`src/rtl/spi_target.sv`:
```
// SPI mode-0 target endpoint: oversampled pins, byte deserializer into an RX FIFO,
// serializer from a TX FIFO. Define SPI_TARGET_ECHO_EN to echo the last RX byte on TX underflow.
module spi_target #(
    parameter int          LGDEPTH = 2,
    parameter logic [7:0]  FILL    = 8'hff
) (
    input  logic       clk,
    input  logic       resetn,
    input  logic       spi_clk,
    input  logic       spi_csn,
    input  logic       spi_mosi,
    output logic       spi_miso,
    output logic [7:0] rx_data,
    output logic       rx_valid,
    input  logic       rx_ready,
    input  logic [7:0] tx_data,
    input  logic       tx_valid,
    output logic       tx_ready,
    output logic       overrun,
    input  logic       overrun_clr
);
    localparam int DEPTH = 1 << LGDEPTH;
    localparam int PW    = LGDEPTH + 1;

    typedef enum logic {IDLE = 1'b0, ACTIVE = 1'b1} state_t;

    state_t           state_q, state_d;
    logic [2:0]       sclk_sync_q, sclk_sync_d, csn_sync_q, csn_sync_d;
    logic [1:0]       mosi_sync_q, mosi_sync_d;
    logic [2:0]       cnt_q, cnt_d;
    logic [7:0]       rx_shift_q, rx_shift_d, tx_shift_q, tx_shift_d;
    logic             miso_q, miso_d, overrun_q, overrun_d;
    logic [7:0]       rx_mem_q [DEPTH], rx_mem_d [DEPTH];
    logic [7:0]       tx_mem_q [DEPTH], tx_mem_d [DEPTH];
    logic [PW-1:0]    rx_wptr_q, rx_wptr_d, rx_rptr_q, rx_rptr_d;
    logic [PW-1:0]    tx_wptr_q, tx_wptr_d, tx_rptr_q, tx_rptr_d;
    logic             sclk_rise_s, sclk_fall_s, csn_rise_s, csn_fall_s;
    logic             rx_push_s, rx_full_s, rx_empty_s, rx_pop_s, rx_wr_s;
    logic             tx_pop_s, tx_full_s, tx_empty_s, tx_push_s;
    logic [7:0]       rx_byte_s, reload_s, fill_s;

`ifdef SPI_TARGET_ECHO_EN
    logic [7:0]       last_rx_q, last_rx_d;
    assign fill_s    = last_rx_q;
    assign last_rx_d = rx_push_s ? rx_byte_s : last_rx_q;
`else
    assign fill_s    = FILL;
`endif

    assign sclk_rise_s = sclk_sync_q[1] & ~sclk_sync_q[2];
    assign sclk_fall_s = ~sclk_sync_q[1] & sclk_sync_q[2];
    assign csn_rise_s  = csn_sync_q[1] & ~csn_sync_q[2];
    assign csn_fall_s  = ~csn_sync_q[1] & csn_sync_q[2];

    assign rx_empty_s = (rx_wptr_q == rx_rptr_q);
    assign rx_full_s  = (rx_wptr_q[LGDEPTH] != rx_rptr_q[LGDEPTH]) &&
                        (rx_wptr_q[LGDEPTH-1:0] == rx_rptr_q[LGDEPTH-1:0]);
    assign tx_empty_s = (tx_wptr_q == tx_rptr_q);
    assign tx_full_s  = (tx_wptr_q[LGDEPTH] != tx_rptr_q[LGDEPTH]) &&
                        (tx_wptr_q[LGDEPTH-1:0] == tx_rptr_q[LGDEPTH-1:0]);
    assign rx_byte_s  = {rx_shift_q[6:0], mosi_sync_q[1]};
    assign reload_s   = tx_empty_s ? fill_s : tx_mem_q[tx_rptr_q[LGDEPTH-1:0]];

    // Link state machine: framing, bit counting and shift registers
    always_comb begin
        state_d     = state_q;
        cnt_d       = cnt_q;
        rx_shift_d  = rx_shift_q;
        tx_shift_d  = tx_shift_q;
        rx_push_s   = 1'b0;
        tx_pop_s    = 1'b0;
        sclk_sync_d = {sclk_sync_q[1:0], spi_clk};
        csn_sync_d  = {csn_sync_q[1:0], spi_csn};
        mosi_sync_d = {mosi_sync_q[0], spi_mosi};
        case (state_q)
            IDLE: begin
                if (csn_fall_s) begin
                    state_d    = ACTIVE;
                    cnt_d      = 3'd0;
                    tx_shift_d = reload_s;
                    tx_pop_s   = ~tx_empty_s;
                end else begin
                    cnt_d = 3'd0;
                end
            end
            ACTIVE: begin
                if (csn_rise_s) begin
                    state_d = IDLE;
                    cnt_d   = 3'd0;
                end else if (sclk_rise_s) begin
                    rx_shift_d = rx_byte_s;
                    if (cnt_q == 3'd7) begin
                        rx_push_s = 1'b1;
                        cnt_d     = 3'd0;
                    end else begin
                        cnt_d = cnt_q + 3'd1;
                    end
                end else if (sclk_fall_s) begin
                    // Byte boundary on the falling edge: next byte goes onto MISO
                    if (cnt_q != 3'd0) begin
                        tx_shift_d = {tx_shift_q[6:0], 1'b0};
                    end else begin
                        tx_shift_d = reload_s;
                        tx_pop_s   = ~tx_empty_s;
                    end
                end else begin
                    cnt_d = cnt_q;
                end
            end
            default: begin
                state_d = IDLE;
                cnt_d   = 3'd0;
            end
        endcase
    end

    // FIFO bookkeeping, overrun flag and MISO output register
    always_comb begin
        rx_mem_d  = rx_mem_q;
        tx_mem_d  = tx_mem_q;
        rx_wptr_d = rx_wptr_q;
        rx_rptr_d = rx_rptr_q;
        tx_wptr_d = tx_wptr_q;
        tx_rptr_d = tx_rptr_q;
        rx_pop_s  = ~rx_empty_s & rx_ready;
        rx_wr_s   = rx_push_s & (~rx_full_s | rx_pop_s);
        tx_push_s = tx_valid & ~tx_full_s;
        if (rx_wr_s) begin
            rx_mem_d[rx_wptr_q[LGDEPTH-1:0]] = rx_byte_s;
            rx_wptr_d = rx_wptr_q + PW'(1);
        end else begin
            rx_wptr_d = rx_wptr_q;
        end
        if (rx_pop_s) begin
            rx_rptr_d = rx_rptr_q + PW'(1);
        end else begin
            rx_rptr_d = rx_rptr_q;
        end
        if (tx_push_s) begin
            tx_mem_d[tx_wptr_q[LGDEPTH-1:0]] = tx_data;
            tx_wptr_d = tx_wptr_q + PW'(1);
        end else begin
            tx_wptr_d = tx_wptr_q;
        end
        if (tx_pop_s) begin
            tx_rptr_d = tx_rptr_q + PW'(1);
        end else begin
            tx_rptr_d = tx_rptr_q;
        end
        if (rx_push_s && rx_full_s && !rx_pop_s) begin
            overrun_d = 1'b1;
        end else if (overrun_clr) begin
            overrun_d = 1'b0;
        end else begin
            overrun_d = overrun_q;
        end
        miso_d = (state_q == ACTIVE) ? tx_shift_q[7] : 1'b1;
    end

    // State registers
    always_ff @(posedge clk or negedge resetn) begin
        if (!resetn) begin
            state_q     <= IDLE;
            sclk_sync_q <= 3'b000;
            csn_sync_q  <= 3'b111;
            mosi_sync_q <= 2'b00;
            cnt_q       <= 3'd0;
            rx_shift_q  <= 8'h00;
            tx_shift_q  <= 8'hff;
            miso_q      <= 1'b1;
            overrun_q   <= 1'b0;
            rx_wptr_q   <= '0;
            rx_rptr_q   <= '0;
            tx_wptr_q   <= '0;
            tx_rptr_q   <= '0;
            for (int i = 0; i < DEPTH; i++) begin
                rx_mem_q[i] <= 8'h00;
                tx_mem_q[i] <= 8'h00;
            end
`ifdef SPI_TARGET_ECHO_EN
            last_rx_q   <= FILL;
`endif
        end else begin
            state_q     <= state_d;
            sclk_sync_q <= sclk_sync_d;
            csn_sync_q  <= csn_sync_d;
            mosi_sync_q <= mosi_sync_d;
            cnt_q       <= cnt_d;
            rx_shift_q  <= rx_shift_d;
            tx_shift_q  <= tx_shift_d;
            miso_q      <= miso_d;
            overrun_q   <= overrun_d;
            rx_wptr_q   <= rx_wptr_d;
            rx_rptr_q   <= rx_rptr_d;
            tx_wptr_q   <= tx_wptr_d;
            tx_rptr_q   <= tx_rptr_d;
            rx_mem_q    <= rx_mem_d;
            tx_mem_q    <= tx_mem_d;
`ifdef SPI_TARGET_ECHO_EN
            last_rx_q   <= last_rx_d;
`endif
        end
    end

    assign spi_miso = miso_q;
    assign rx_valid = ~rx_empty_s;
    assign rx_data  = rx_mem_q[rx_rptr_q[LGDEPTH-1:0]];
    assign tx_ready = ~tx_full_s;
    assign overrun  = overrun_q;

endmodule

```
`config.mk`:
```
export PLATFORM = sky130hd
export DESIGN_NAME = spi_target
export DESIGN_NICKNAME = d
export VERILOG_FILES = /design/src/rtl/spi_target.sv
export SDC_FILE = /design/constraint.sdc
export NUM_CORES = 1
export LEC_CHECK = 0
export CORE_MARGIN = 1
export CORE_UTILIZATION = 55
export CTS_CLUSTER_DIAMETER = 60
export DETAILED_ROUTE_END_ITERATION = 10
export GPL_TIMING_DRIVEN = 0
export PLACE_DENSITY = 0.72
export SETUP_SLACK_MARGIN = 0.05
export SLEW_MARGIN = 20
export SYNTH_ARGS = -nofsm -noshare
export SYNTH_HDL_FRONTEND = slang
export SYNTH_SLANG_ARGS = --single-unit
```
`constraint.sdc`:
```
create_clock -name clk -period 2.5 [get_ports clk]
set_clock_uncertainty 0.05 [all_clocks]
set_input_delay 0.25 -clock clk [delete_from_list [all_inputs] [get_ports clk]]
set_output_delay 0.25 -clock clk [all_outputs]
set_load 0.005 [all_outputs]
```
==> reports/qor.txt <==
Post-Syn Nets - 356
Final WS setup - 217 ps
layout cells sized above 1 - 0.358
Synth Area in Compound Gates - 0.0365
Starting Density - 0.575
mux cell area share after synthesis - 0.257
dpl cell area - 5200 sq um
Worst-Skew Late Latency - 370 ps
drt pass-1 iters - 4
FMAX - 438 MHz
Final Non-Filler Cells - 477
Hold Vio Cnt, Final - 0
synth unique cells - 44
cell-internal power - 0.00359 W
Post-Syn Instances - 327
ys async rst share - 1.00
total CTS buffers - 9
largest family of logic cells by synthesized area - multiplexers
wire per inst - 16.6 microns
first-pass GRT wire length - 13400 microns
number of DRC markers in iteration 0 - 85
CP Capture Type - primary output
port bufs - 27
Setup-failing EPs final - 0
Synth Area in Adders - 0.0362
FP Rows - 33
maximum number of pins on one net before global-route repair - 83
syn_area_per_cell - 14.6 sq um
Die Height - 95.1 microns
H-tree Lvls - 3
antenna-violating nets left - 0
met2 Use GR - 0.307
CTS tree - yes
R2R Setup Slk - 220 ps
post-DP HPWL - 5330 microns
clock sinks - 105
clock network fraction of total power - 0.194
Yosys warning count - 0
Primary FF master, synth - dfrtp_1
Inst Count DP - 460
Area Overhead vs Synth - 13.4%
number of global-route vias before repair - 2700
CTS Root Cell - clkbuf_8
Avg Vias per Cell - 5.57
pre-CTS setup slack - 234 ps
number of hold buffers added after cts - 1
all-layer global routing usage - 0.198
Logic pwr share - 0.331
GRT met3 Usage - 0.0478
status - finished, final reports clean
Final Cell Area - 5410 sq um
Seq pwr share - 0.475
synthesized flop and latch total - 105
Clock transition at path regs - 110 ps
Peak supply drop - 0.613 mV
switch share - 0.322
max cap viols - 0
simple-gate share of the synthesized area - 0.0653
crit path to - rx_data[4]
Setup CP Type - reg2out
total gr overflow - 0
Post-synth EDFFs - 0
DRC errors left - 0
Final Net Count - 396
Post-Syn Area - 4770 sq um
Die Wd - 95.1 microns
IO Pins - 28
PwrDens - 982 nW/um^2
Worst Max-Slew Pin Slew - 921 ps
total setup buffers inserted after CTS - 0
crit path max fanout - 10
reg2reg end - rx_mem_q[23]$_DFFE_PN0P_
DR vias - 2657
CORE AREA - 8300 sq um
slew margin rel. - 0.383
final core utilization - 0.651
buffer depth of the longest clock path - 2
Final min period - 2280 ps
RSZ-0062 raised after global routing - no
max-slew violations - 0
required time worst endpoint - 2200 ps
M1 GR Usage - 0.283
FF-to-FF path depth - 5
CP startpoint - rx_rptr_q[0]$_DFFE_PN0P_
Seq/Total Area, Yosys - 0.554
GPL Wtd Cong - 0.698
worst reg2reg path startpoint - rx_rptr_q[1]$_DFFE_PN0P_
NetSw - 0.00171 W
Hold Path Class - in2async
antenna violations before repair - 0
ant diodes - 0
Final Cycle Share - 0.913
post-layout power - 0.00531 W
die area - 9050 sq um
leak pwr - 2.44 nW
XOR/XNOR share of the synthesized area - 0.0257
Routed WL - 7910 microns
data arrival time of the critical path - 1980 ps
crit path launch type - register
most utilized layer in the global route result - met2
fillcell total - 603
post-CTS sizing - 0
==> final cells by class <==
cell class	instances	area, sq um	share of cell area
Sequential cell	105	2640	0.489
Multi-Input combinational cell	197	2010	0.371
Timing Repair Buffer	29	309	0.0572
Clock buffer	10	138	0.0255
Tap cell	105	131	0.0243
Buffer	13	73.8	0.0137
Clock inverter	6	58.8	0.0109
Inverter	12	45.0	0.00833
==> cells in the final DEF (no fill, tap or decap), types with 2 or more instances in the layout <==
cell / instances
nand2_1: 12
mux4_2: 10
nor3_1: 7
dfstp_2: 12
dfrtp_1: 93
mux4_1: 6
nor2_1: 15
o21ai_0: 4
o31ai_1: 8
buf_4: 2
xor2_1: 7
mux2_2: 74
clkbuf_8: 10
ha_1: 13
buf_6: 2
buf_2: 8
and2_1: 4
a21oi_1: 2
xnor2_1: 7
inv_1: 12
nor3_2: 2
o311ai_0: 2
nor3b_2: 3
inv_6: 3
clkdlybuf4s50_1: 26
nor3b_1: 2
==> synth_stat cells (2+ instances only) <==
| cell | n | area, sq um |
|---|---|---|
| mux4_1 | 6 | 158 |
| buf_4 | 2 | 15.0 |
| nor3b_2 | 3 | 37.5 |
| mux4_2 | 10 | 225 |
| xnor2_1 | 7 | 61.3 |
| a21oi_1 | 2 | 10.0 |
| nor3_1 | 7 | 35.0 |
| xor2_1 | 7 | 61.3 |
| and2_1 | 4 | 25.0 |
| nand2_1 | 12 | 45.0 |
| dfstp_2 | 12 | 315 |
| buf_2 | 8 | 40.0 |
| nor3_2 | 2 | 20.0 |
| ha_1 | 13 | 163 |
| o31ai_1 | 8 | 60.1 |
| o21ai_0 | 4 | 20.0 |
| dfrtp_1 | 93 | 2330 |
| nor2_1 | 15 | 56.3 |
| nor3b_1 | 2 | 15.0 |
| mux2_2 | 74 | 833 |
| inv_1 | 12 | 45.0 |
| o311ai_0 | 2 | 17.5 |
==> power by group through the flow <==
stage	clock (W)	combinational (W)	sequential, W
finish	0.00103	0.00176	0.00252
floorplan	0	0.00139	0.00245
CTS	0.00106	0.00178	0.00253
global placement	0	0.00172	0.00253
detailed placement	0	0.00177	0.00256
global route	0.00112	0.00195	0.00259
==> routing by layer <==
layer  vias to the layer above  part of all wire  wire length (microns)
met3                         4             0.030                    241
met2                        37              0.47                   3710
met1                      1360              0.49                   3910
met4                         0            0.0058                     46
li1                       1256                 -                      -
met5                         -                 0                      0
==> state kept, by name, summed over array words and instances, names as in the netlist <==
signal	cells
csn_sync_q	3
rx_wptr_q	3
rx_shift_q	7
rx_rptr_q	3
state_q	1
spi_miso	1
cnt_q	3
tx_rptr_q	3
tx_mem_q	32
sclk_sync_q	3
mosi_sync_q	2
rx_mem_q	32
tx_shift_q	8
overrun	1
tx_wptr_q	3
==> worst min-delay path by stage <==
| stage | from | end | slack, ps | cells past startpoint |
|---|---|---|---|---|
| 3_5_place_dp | resetn | sclk_sync_q[1]$_DFF_PN0_ | 80 | 1 |
| 5_1_grt | spi_csn | csn_sync_q[0]$_DFF_PN1_ | 220 | 1 |
| 3_3_place_gp | mosi_sync_q[0]$_DFF_PN0_ | mosi_sync_q[1]$_DFF_PN0_ | 280 | 0 |
| 4_1_cts | resetn | tx_mem_q[6]$_DFFE_PN0P_ | 230 | 2 |
| 6_report | resetn | tx_mem_q[14]$_DFFE_PN0P_ | 240 | 2 |
| 2_1_floorplan | resetn | cnt_q[0]$_DFFE_PN0P_ | -100 | 0 |
==> stage by stage <==
step / hold WS (ps) / TNS (ps)
finish: 240 / 0
global route: 222 / 0
detailed placement: 75.7 / 0
global placement: 284 / -278560
floorplan: -95.6 / 0
CTS: 225 / 0
==> cell families (layout without fill, tap and decap cells) <==
group,Yosys count,count (layout)
and+or+nand+nor,54,54
xor gates and xnor gates,14,14
DFF,105,105
adders and majority gates,14,14
AOI/OAI and AO/OA,24,24
muxes,91,91
buffers and inverters,25,70
==> critical path, cell delays in order, from the launching register on <==
cell and delay (ps):
dfrtp_1 380, buf_6 190, mux4_1 580, clkdlybuf4s50_1 470
(Power assumes the default switching activity.)
